$ cat src/rtl/phy_emu_pkg.sv
// Shared definitions for the PHY emulator: control characters, speed
// encodings, capture state enum and the lane padding helper.
package phy_emu_pkg;

    localparam logic [7:0] IDLE_CH  = 8'h07;
    localparam logic [7:0] START_CH = 8'hFB;
    localparam logic [7:0] TERM_CH  = 8'hFD;

    localparam logic [1:0] SPD_NONE = 2'b00;
    localparam logic [1:0] SPD_1G   = 2'b01;
    localparam logic [1:0] SPD_100M = 2'b10;
    localparam logic [1:0] SPD_10M  = 2'b11;

    localparam int unsigned DEF_DIV_100M = 10;
    localparam int unsigned DEF_DIV_10M  = 100;

    typedef enum logic {
        IDLE    = 1'b0,
        COLLECT = 1'b1
    } cap_state_t;

    // Replace every lane at or above first_pad with IDLE_CH/ctrl=1.
    // first_pad = 8 leaves the word untouched. Result is {ctrl, data}.
    function automatic logic [71:0] pad_word(input logic [63:0] d,
                                             input logic [7:0]  c,
                                             input logic [3:0]  first_pad);
        logic [63:0] pd;
        logic [7:0]  pc;
        pd = d;
        pc = c;
        for (int i = 0; i < 8; i++) begin
            if (4'(i) >= first_pad) begin
                pd[i*8 +: 8] = IDLE_CH;
                pc[i]        = 1'b1;
            end else begin
                pd[i*8 +: 8] = d[i*8 +: 8];
                pc[i]        = c[i];
            end
        end
        return {pc, pd};
    endfunction

endpackage

$ cat src/rtl/phy_emu_byte_pace.sv
// Byte-sample strobe generator. After a restart at cycle t it strobes at
// t + k*N + H for k >= 1, where N is the clocks per byte and H the mid-byte
// offset for the speed latched at restart. At 1G it strobes every cycle.
module phy_emu_byte_pace
    import phy_emu_pkg::*;
#(
    parameter int unsigned DIV_100M = DEF_DIV_100M,
    parameter int unsigned DIV_10M  = DEF_DIV_10M
) (
    input  logic       clk,
    input  logic       rst,
    input  logic [1:0] fmac_speed,
    input  logic       restart,
    output logic       strobe
);

    logic [6:0] div_s;
    logic [6:0] half_s;
    logic [6:0] div_r;
    logic [6:0] half_r;
    logic [6:0] cnt_r;
    logic       first_r;
    logic [6:0] div_nxt_s;
    logic [6:0] half_nxt_s;
    logic [6:0] cnt_nxt_s;
    logic       first_nxt_s;

    // Decode the period (N-1) and mid-byte offset for the requested speed.
    always_comb begin
        div_s  = 7'd0;
        half_s = 7'd0;
        case (fmac_speed)
            SPD_1G: begin
                div_s  = 7'd0;
                half_s = 7'd0;
            end
            SPD_100M: begin
                div_s  = 7'(DIV_100M - 1);
                half_s = 7'(DIV_100M / 2);
            end
            SPD_10M: begin
                div_s  = 7'(DIV_10M - 1);
                half_s = 7'(DIV_10M / 2);
            end
            default: begin
                div_s  = 7'd0;
                half_s = 7'd0;
            end
        endcase
    end

    // Next-state of the phase counter; cnt tracks (cycle - t) mod N and
    // first marks that the first full byte period has elapsed.
    always_comb begin
        div_nxt_s   = div_r;
        half_nxt_s  = half_r;
        cnt_nxt_s   = cnt_r;
        first_nxt_s = first_r;
        if (restart) begin
            div_nxt_s   = div_s;
            half_nxt_s  = half_s;
            cnt_nxt_s   = (div_s == 7'd0) ? 7'd0 : 7'd1;
            first_nxt_s = (div_s == 7'd0);
        end else if (cnt_r == div_r) begin
            cnt_nxt_s   = 7'd0;
            first_nxt_s = 1'b1;
        end else begin
            cnt_nxt_s   = cnt_r + 7'd1;
            first_nxt_s = first_r;
        end
    end

    // Register the counter state and a look-ahead strobe so the strobe
    // is high exactly in the sample cycle.
    always_ff @(posedge clk or posedge rst) begin
        if (rst) begin
            div_r   <= 7'd0;
            half_r  <= 7'd0;
            cnt_r   <= 7'd0;
            first_r <= 1'b0;
            strobe  <= 1'b0;
        end else begin
            div_r   <= div_nxt_s;
            half_r  <= half_nxt_s;
            cnt_r   <= cnt_nxt_s;
            first_r <= first_nxt_s;
            strobe  <= first_nxt_s && (cnt_nxt_s == half_nxt_s);
        end
    end

endmodule

$ cat src/rtl/tx_gmii_cap3_8b.sv
// GMII capture: samples the MAC transmit byte stream at the selected pacing
// and reassembles it into 64-bit XGMII-style words with 8-bit control masks.
module tx_gmii_cap3_8b
    import phy_emu_pkg::*;
#(
    parameter int unsigned DIV_100M = DEF_DIV_100M,
    parameter int unsigned DIV_10M  = DEF_DIV_10M
) (
    input  logic        xaui_clk,
    input  logic        reset,
    input  logic [1:0]  fmac_speed,
    input  logic        cap_en,
    input  logic [7:0]  data_in,
    input  logic        ctrl_in,
    output logic [63:0] rxd_out,
    output logic [7:0]  rxc_out,
    output logic        word_vld,
    output logic        pkt_end,
    output logic        pkt_err,
    output logic [15:0] pkt_cnt
);

    cap_state_t  state_r;
    logic [2:0]  lane_r;
    logic [1:0]  spd_r;
    logic [63:0] buf_d_r;
    logic [7:0]  buf_c_r;

    logic        start_s;
    logic        strobe_s;
    logic        is_term_s;
    logic        is_trunc_s;
    logic [63:0] wr_d_s;
    logic [7:0]  wr_c_s;
    logic [71:0] end_word_s;
    logic [71:0] abort_word_s;

    phy_emu_byte_pace #(
        .DIV_100M (DIV_100M),
        .DIV_10M  (DIV_10M)
    ) u_pace (
        .clk        (xaui_clk),
        .rst        (reset),
        .fmac_speed (fmac_speed),
        .restart    (start_s),
        .strobe     (strobe_s)
    );

    // Decode start and end-of-packet characters on the incoming byte.
    always_comb begin
        start_s    = (state_r == IDLE) && cap_en && ctrl_in &&
                     (data_in == START_CH) && (fmac_speed != SPD_NONE);
        is_term_s  = ctrl_in && (data_in == TERM_CH);
        is_trunc_s = ctrl_in && (data_in == IDLE_CH);
    end

    // Word under construction with the current byte merged into its lane,
    // plus the padded forms used to close a packet normally or on abort.
    always_comb begin
        wr_d_s = buf_d_r;
        wr_c_s = buf_c_r;
        wr_d_s[{lane_r, 3'b000} +: 8] = data_in;
        wr_c_s[lane_r]                = ctrl_in;
        end_word_s   = pad_word(wr_d_s, wr_c_s, {1'b0, lane_r} + 4'd1);
        abort_word_s = pad_word(buf_d_r, buf_c_r, {1'b0, lane_r});
    end

    // Capture state machine with registered word outputs.
    always_ff @(posedge xaui_clk or posedge reset) begin
        if (reset) begin
            state_r  <= IDLE;
            lane_r   <= 3'd0;
            spd_r    <= SPD_NONE;
            buf_d_r  <= 64'h0707070707070707;
            buf_c_r  <= 8'hFF;
            rxd_out  <= 64'h0707070707070707;
            rxc_out  <= 8'hFF;
            word_vld <= 1'b0;
            pkt_end  <= 1'b0;
            pkt_err  <= 1'b0;
            pkt_cnt  <= 16'd0;
        end else begin
            word_vld <= 1'b0;
            pkt_end  <= 1'b0;
            pkt_err  <= 1'b0;
            case (state_r)
                IDLE: begin
                    if (start_s) begin
                        buf_d_r[7:0] <= START_CH;
                        buf_c_r[0]   <= 1'b1;
                        lane_r       <= 3'd1;
                        spd_r        <= fmac_speed;
                        state_r      <= COLLECT;
                    end
                end
                COLLECT: begin
                    if (fmac_speed != spd_r) begin
                        // Speed changed under a packet: flush what we have.
                        {rxc_out, rxd_out} <= abort_word_s;
                        word_vld <= 1'b1;
                        pkt_end  <= 1'b1;
                        pkt_err  <= 1'b1;
                        pkt_cnt  <= pkt_cnt + 16'd1;
                        lane_r   <= 3'd0;
                        state_r  <= IDLE;
                    end else if (strobe_s) begin
                        if (is_term_s || is_trunc_s) begin
                            {rxc_out, rxd_out} <= end_word_s;
                            word_vld <= 1'b1;
                            pkt_end  <= 1'b1;
                            pkt_err  <= is_trunc_s;
                            pkt_cnt  <= pkt_cnt + 16'd1;
                            lane_r   <= 3'd0;
                            state_r  <= IDLE;
                        end else if (lane_r == 3'd7) begin
                            rxd_out  <= wr_d_s;
                            rxc_out  <= wr_c_s;
                            buf_d_r  <= wr_d_s;
                            buf_c_r  <= wr_c_s;
                            word_vld <= 1'b1;
                            lane_r   <= 3'd0;
                        end else begin
                            buf_d_r  <= wr_d_s;
                            buf_c_r  <= wr_c_s;
                            lane_r   <= lane_r + 3'd1;
                        end
                    end
                end
                default: begin
                    state_r <= IDLE;
                    lane_r  <= 3'd0;
                end
            endcase
        end
    end

endmodule

$ cat config.mk
export PLATFORM = sky130hd
export DESIGN_NAME = tx_gmii_cap3_8b
export DESIGN_NICKNAME = d
export VERILOG_FILES = /design/src/rtl/phy_emu_pkg.sv /design/src/rtl/phy_emu_byte_pace.sv /design/src/rtl/tx_gmii_cap3_8b.sv
export SDC_FILE = /design/constraint.sdc
export NUM_CORES = 1
export LEC_CHECK = 0
export ABC_AREA = 1
export CAP_MARGIN = 10
export CORE_MARGIN = 10
export CORE_UTILIZATION = 35
export DETAILED_ROUTE_END_ITERATION = 7
export GPL_TIMING_DRIVEN = 0
export SYNTH_ARGS = -nofsm -noshare
export SYNTH_HDL_FRONTEND = slang
export SYNTH_HIERARCHICAL = 1
export SYNTH_SLANG_ARGS = --single-unit
$ cat constraint.sdc
create_clock -name xaui_clk -period 12 [get_ports xaui_clk]
set_input_delay 1.8 -clock xaui_clk [delete_from_list [all_inputs] [get_ports xaui_clk]]
set_output_delay 1.8 -clock xaui_clk [all_outputs]
set_load 0.02 [all_outputs]
==> qor.yml <==
status: "completed"
place_congestion: 0.9386
syn_inst: 1427
rsz0062_at_grt: "false"
yosysTopAreaCell: "dfrtp_1"
numPortBuffers: 104
drt-wirelength-per-cell_um: 16.31
syn_to_final_growth_pct: 20.98
drtPass1Iterations: 5
start_util_pct: 35.76
clk_pin_slew_ns: 0.07
slowest_delay_ns: 0.52
final_cells: 1948
overflow: 0
cts_setup_buffers: 0
num_vias: 9496
syn_area_per_cell_um2: 7.252
slowest_stage: "clkdlybuf4s50_1"
most-common-layout-cells: "nand2_1, nor2_1, dfrtp_1, inv_1, nand3_1"
cts_tree: "built"
p_per_area_nw_per_um2: 149.7
critPathArrivalTime_ns: 4.58
critPathLaunchType: "input pin"
fin_nets: 1577
grt_usage_pct: 17.59
worstPathCellList: "clkdlybuf4s50_1 -> inv_1 -> nand4_1 -> nand2b_1 -> clkbuf_1 -> inv_1 -> buf_6 -> nand2_2 -> inv_1 -> nand2_1 -> o21ai_2 -> inv_1 -> nand4_1 -> nand2_1 -> nor2_1 -> nand3_1 -> nor2_1"
fin_crit_sh_pct: 35.06
antenna_found_initial: 0
hpwlAfterDp_mm: 23.20
path_class: "input pin to flop"
p_leak_nw: 6.235
synthArstFlopShare_pct: 100.0
synth_top_area_share_pct: 29.98
hold_path.class: "flop to flop"
path_buf_inv: 7
vias_per_cell: 4.875
min_period_ns: 4.207
r2r_cells: 13
cap_violations: 0
drc: 0
final_common_cell: "nand2_1"
synth-edff-count: 0
ys_warn_count: 6
root_buffer: "clkbuf_16"
cts_resized: 0
seq_area_frac_synth_pct: 46.23
grt_pass1_wl_mm: 50.90
crit_required_ns: 12.37
clkSinkCount: 188
clk_latency_ns: 0.46
drt_iter0_markers: 836
path_max_fanout: 10
core_area_um2: 28940
numCtsBuffers: 17
slew-limit-headroom_pct: 51.31
grt_pass1_vias: 9191
crit_family: "buffers and inverters"
ir_worst_vdd_mv: 0.07855
synth_ff_type: "dfrtp_1"
pin_count: 105
die_w_um: 192.0
synth_area_um2: 10350
syn_nets: 1453
endpoint_kind: "flop"
fin_setup_tns_ns: 0
place_inst: 1916
antenna_left: 0
cp_num_cells: 17
setup_violations: 0
grt_max_degree: 88
max_freq_ghz: 0.2377
hold_slack_ns: 0.4647
clk_path_buf_depth: 2
n_antenna_cell: 0
ys_top_cells_by_area: "dfrtp_1, nand2_1, dfstp_2"
cp_common_cell: "inv_1"
worst_slew_pin_slew_ns: 0.7296
dieHeight_um: 192.0
die-area_um2: 36840
routed_wl_mm: 31.78
htreeDepth: 4
cts_hold_buf: 0
fin_util_pct: 43.27
ys_ff_latch: 188
hold_violations: 0
hold_depth: 2
finalClockSkew_ns: 0.01551
row_count: 62
synth_cell_types: 40
layout-drive-gt1-share_pct: 11.64
final_max_slew_viol_count: 0
-- registers in the layout, indices dropped and copies added (netlist names), 2 cells and up --
| name | cells |
|---|---|
| buf_c_r | 8 |
| buf_d_r | 64 |
| lane_r | 3 |
| pkt_cnt | 16 |
| rxc_out | 8 |
| rxd_out | 64 |
| spd_r | 2 |
| u_pace/cnt_r | 7 |
| u_pace/div_r | 3 |
| u_pace/half_r | 7 |
-- cell families (layout without fill, tap and decap cells) --
kind of cell               after synthesis  count (layout)  share of synthesized area (%)
and+or+nand+nor                        863             863                          34.86
buffers and inverters                  190             327                          8.246
DFF                                    188             188                          46.23
AOI/OAI and AO/OA                      156             156                          7.629
xor gates and xnor gates                13              13                          1.100
adders and majority gates               12              12                          1.451
muxes                                    5               5                         0.4836
-- metrics by stage --
stage / worst slack, ns / cell area, um2 / total power, W
after floorplan: 5.731 / 10350 / 0.001093
after global placement: 2.957 / 11870 / 0.001283
after CTS: 7.777 / 12520 / 0.001896
after detailed placement: 7.328 / 11910 / 0.001290
final: 7.793 / 12520 / 0.001874
after global routing: 7.562 / 12520 / 0.001984
-- routing by layer --
| layer | share of wire [%] | vias up | global-route usage, % | routed length (um) |
|---|---|---|---|---|
| met1 | 44 | 4433 | 23.34 | 14130 |
| met2 | 47 | 309 | 28.83 | 14950 |
| met3 | 7.0 | 31 | 3.174 | 2216 |
| met5 | 0 | - | 0 | 0 |
| li1 | - | 4723 | - | - |
| met4 | 1.5 | 0 | 4.718 | 488 |
-- worst reg2reg max path, stage by stage (launching register included) --
cell and delay (ns):
dfrtp_1 0.60, inv_1 0.24, ha_1 0.27, ha_1 0.38
inv_1 0.11, nor2_1 0.47, nand2_1 0.14, buf_4 0.20
nand2_1 0.07, o21ai_1 0.07, nor2_1 0.12, nand2_1 0.07
nand2_1 0.11, nand2_1 0.06
-- synthesized netlist by cell type, drive strengths merged (10+ instances only) --
cell type  instances
nand4             10
xor2              10
dfstp             64
o21ai            129
a21oi             24
nand2            549
inv              133
dfrtp            124
nand3            122
buf               47
nor2             167
ha                12
-- worst paths after layout --
kind | start | endpoint | slack [ns]
max reg2reg | lane_r[1]$_DFFE_PP0P_ | rxd_out[16]$_DFFE_PP1P_ | 9.03
min in group asynchronous | reset | rxd_out[12]$_DFFE_PP0P_ | 1.87
max | data_in[2] | u_pace/strobe$_DFF_PP0_ | 7.79
min | rxc_out[1]$_DFFE_PP1P_ | rxc_out[1]$_DFFE_PP1P_ | 0.46
min reg2reg | rxc_out[1]$_DFFE_PP1P_ | rxc_out[1]$_DFFE_PP1P_ | 0.46
max in group asynchronous | reset | rxd_out[58]$_DFFE_PP1P_ | 9.26
-- layout make-up --
| type | instances | area [um2] |
|---|---|---|
| plain buffers | 56 | 342.8 |
| clock buffers | 18 | 439.2 |
| clock inverters | 14 | 175.2 |
| fillers | 2939 | 16420 |
| inverters | 134 | 518.0 |
| multi-input cells | 1049 | 4711 |
| flip-flops and latches | 188 | 4785 |
| well taps | 384 | 480.5 |
| repair buffers | 105 | 1069 |
-- where the power goes --
group | switching, W | internal, W | total [W]
clock | 0.000292 | 0.000306 | 0.000598
combinational | 0.000321 | 0.000192 | 0.000514
sequential | 0.0000493 | 0.000714 | 0.000763
total | 0.000663 | 0.00121 | 0.00187
Power figures use the tool's default switching activity.
==> patch (same flow settings) <==
Set the package constant `DEF_DIV_10M` to 64 (it was 100).
--- a/src/rtl/phy_emu_pkg.sv
+++ b/src/rtl/phy_emu_pkg.sv
@@ -14,3 +14,3 @@
     localparam int unsigned DEF_DIV_100M = 10;
-    localparam int unsigned DEF_DIV_10M  = 100;
+    localparam int unsigned DEF_DIV_10M  = 64;
 
Check against the original RTL: same outputs for any inputs over 4 cycles, from zero or initial values and one cycle with reset high; that may be too few to reach the edited logic, so the function may still have changed.
==> patch against the unedited design <==
Sequential cell count down 1; design area about the same; area after synthesis up 0.23%; sequential power about the same; total power up 1.9%; clock skew up 6.4 ps; global-route usage up 0.41 points; combinational power up 8.4%; maximum frequency up 2.4%; worst setup slack better by 99 ps; wire length up 4.1%; count of clock-buffer cells in the layout down 1; largest cell class is now multi-input combinational cells; largest power group unchanged; highest routed layer unchanged.
==> patch: results (changes against the unedited design) <==
Clock buffer count in the final layout = 17 (was 18)
Hold wc startpoint = rxd_out[33]$_DFFE_PP1P_ (was rxc_out[1]$_DFFE_PP1P_)
Count of cell types in the netlist = 38 (was 40)
Power Density = 153 nW/um2 (was 150 nW/um2)
GP Congestion = 0.947 (was 0.939)
Post-synth top cells = nand2_1 (528), nor2_1 (163), dfrtp_1 (123) (was nand2_1 (538), nor2_1 (160), dfrtp_1 (124))
Internal = 1.21 mW (about the same)
Signal inverters = 131 (was 134)
Outcome = complete, no violations (unchanged)
GRT Resource Usage Total = 18.0% (was 17.6%)
Clk_skew = 21.9 ps (was 15.5 ps)
DRT iter0 DRCs = 925 (was 836)
Syn Nets = 1457 (was 1453)
Vias in the first global route = 9168 (was 9191)
DP Wirelength = 23900 um (was 23200 um)
Worst Hold End = rxd_out[33]$_DFFE_PP1P_ (was rxc_out[1]$_DFFE_PP1P_)
Leakage = 6.20 nW (was 6.24 nW)
Non-clk buf share = 11.2% (was 11.3%)
Share of layout cells above drive strength 1 = 12.2% (was 11.6%)
Fillers = 2911 (was 2939)
Comb power = 0.557 mW (was 0.514 mW)
Final nets = 1581 (was 1577)
Flop+latch power = 0.765 mW (was 0.763 mW)
Critical path origin = data_in[3] (was data_in[2])
Drt via density = 4.97 (was 4.87)
Sequential area share after synthesis = 45.9% (was 46.2%)
First-pass GRT wire length = 52100 um (was 50900 um)
Final worst slack = 7890 ps (was 7790 ps)
Storage cell area = 4760 um2 (was 4780 um2)
patch: changes by cell type after synthesis, sizes merged, moves of 2 or more:
| cell | before | now |
|---|---|---|
| a21oi | 24 | 22 |
| inv | 133 | 130 |
| nand2 | 549 | 545 |
| nand3 | 122 | 126 |
| nor2 | 167 | 173 |
| nor3 | 7 | 9 |
| o21ai | 129 | 133 |
patch: stage by stage:
step / cells / cell area, um2 / utilization [%] / hold slack (ps)
3_5_place_dp: 1920 / 11900 / 41.2 / 456
6_report: 1952 / 12500 / 43.3 / 467
5_1_grt: 1952 / 12500 / 43.3 / 474
4_1_cts: 1952 / 12500 / 43.3 / 468
3_3_place_gp: 1919 / 11900 / 41.1 / 450
2_1_floorplan: 1431 / 10400 / - / 443
patch: layer usage:
layer	global-route usage, %	wire length, um
met3	2.63	1850
met4	5.25	613
met2	28.9	15500
met5	0	0
met1	24.6	15100
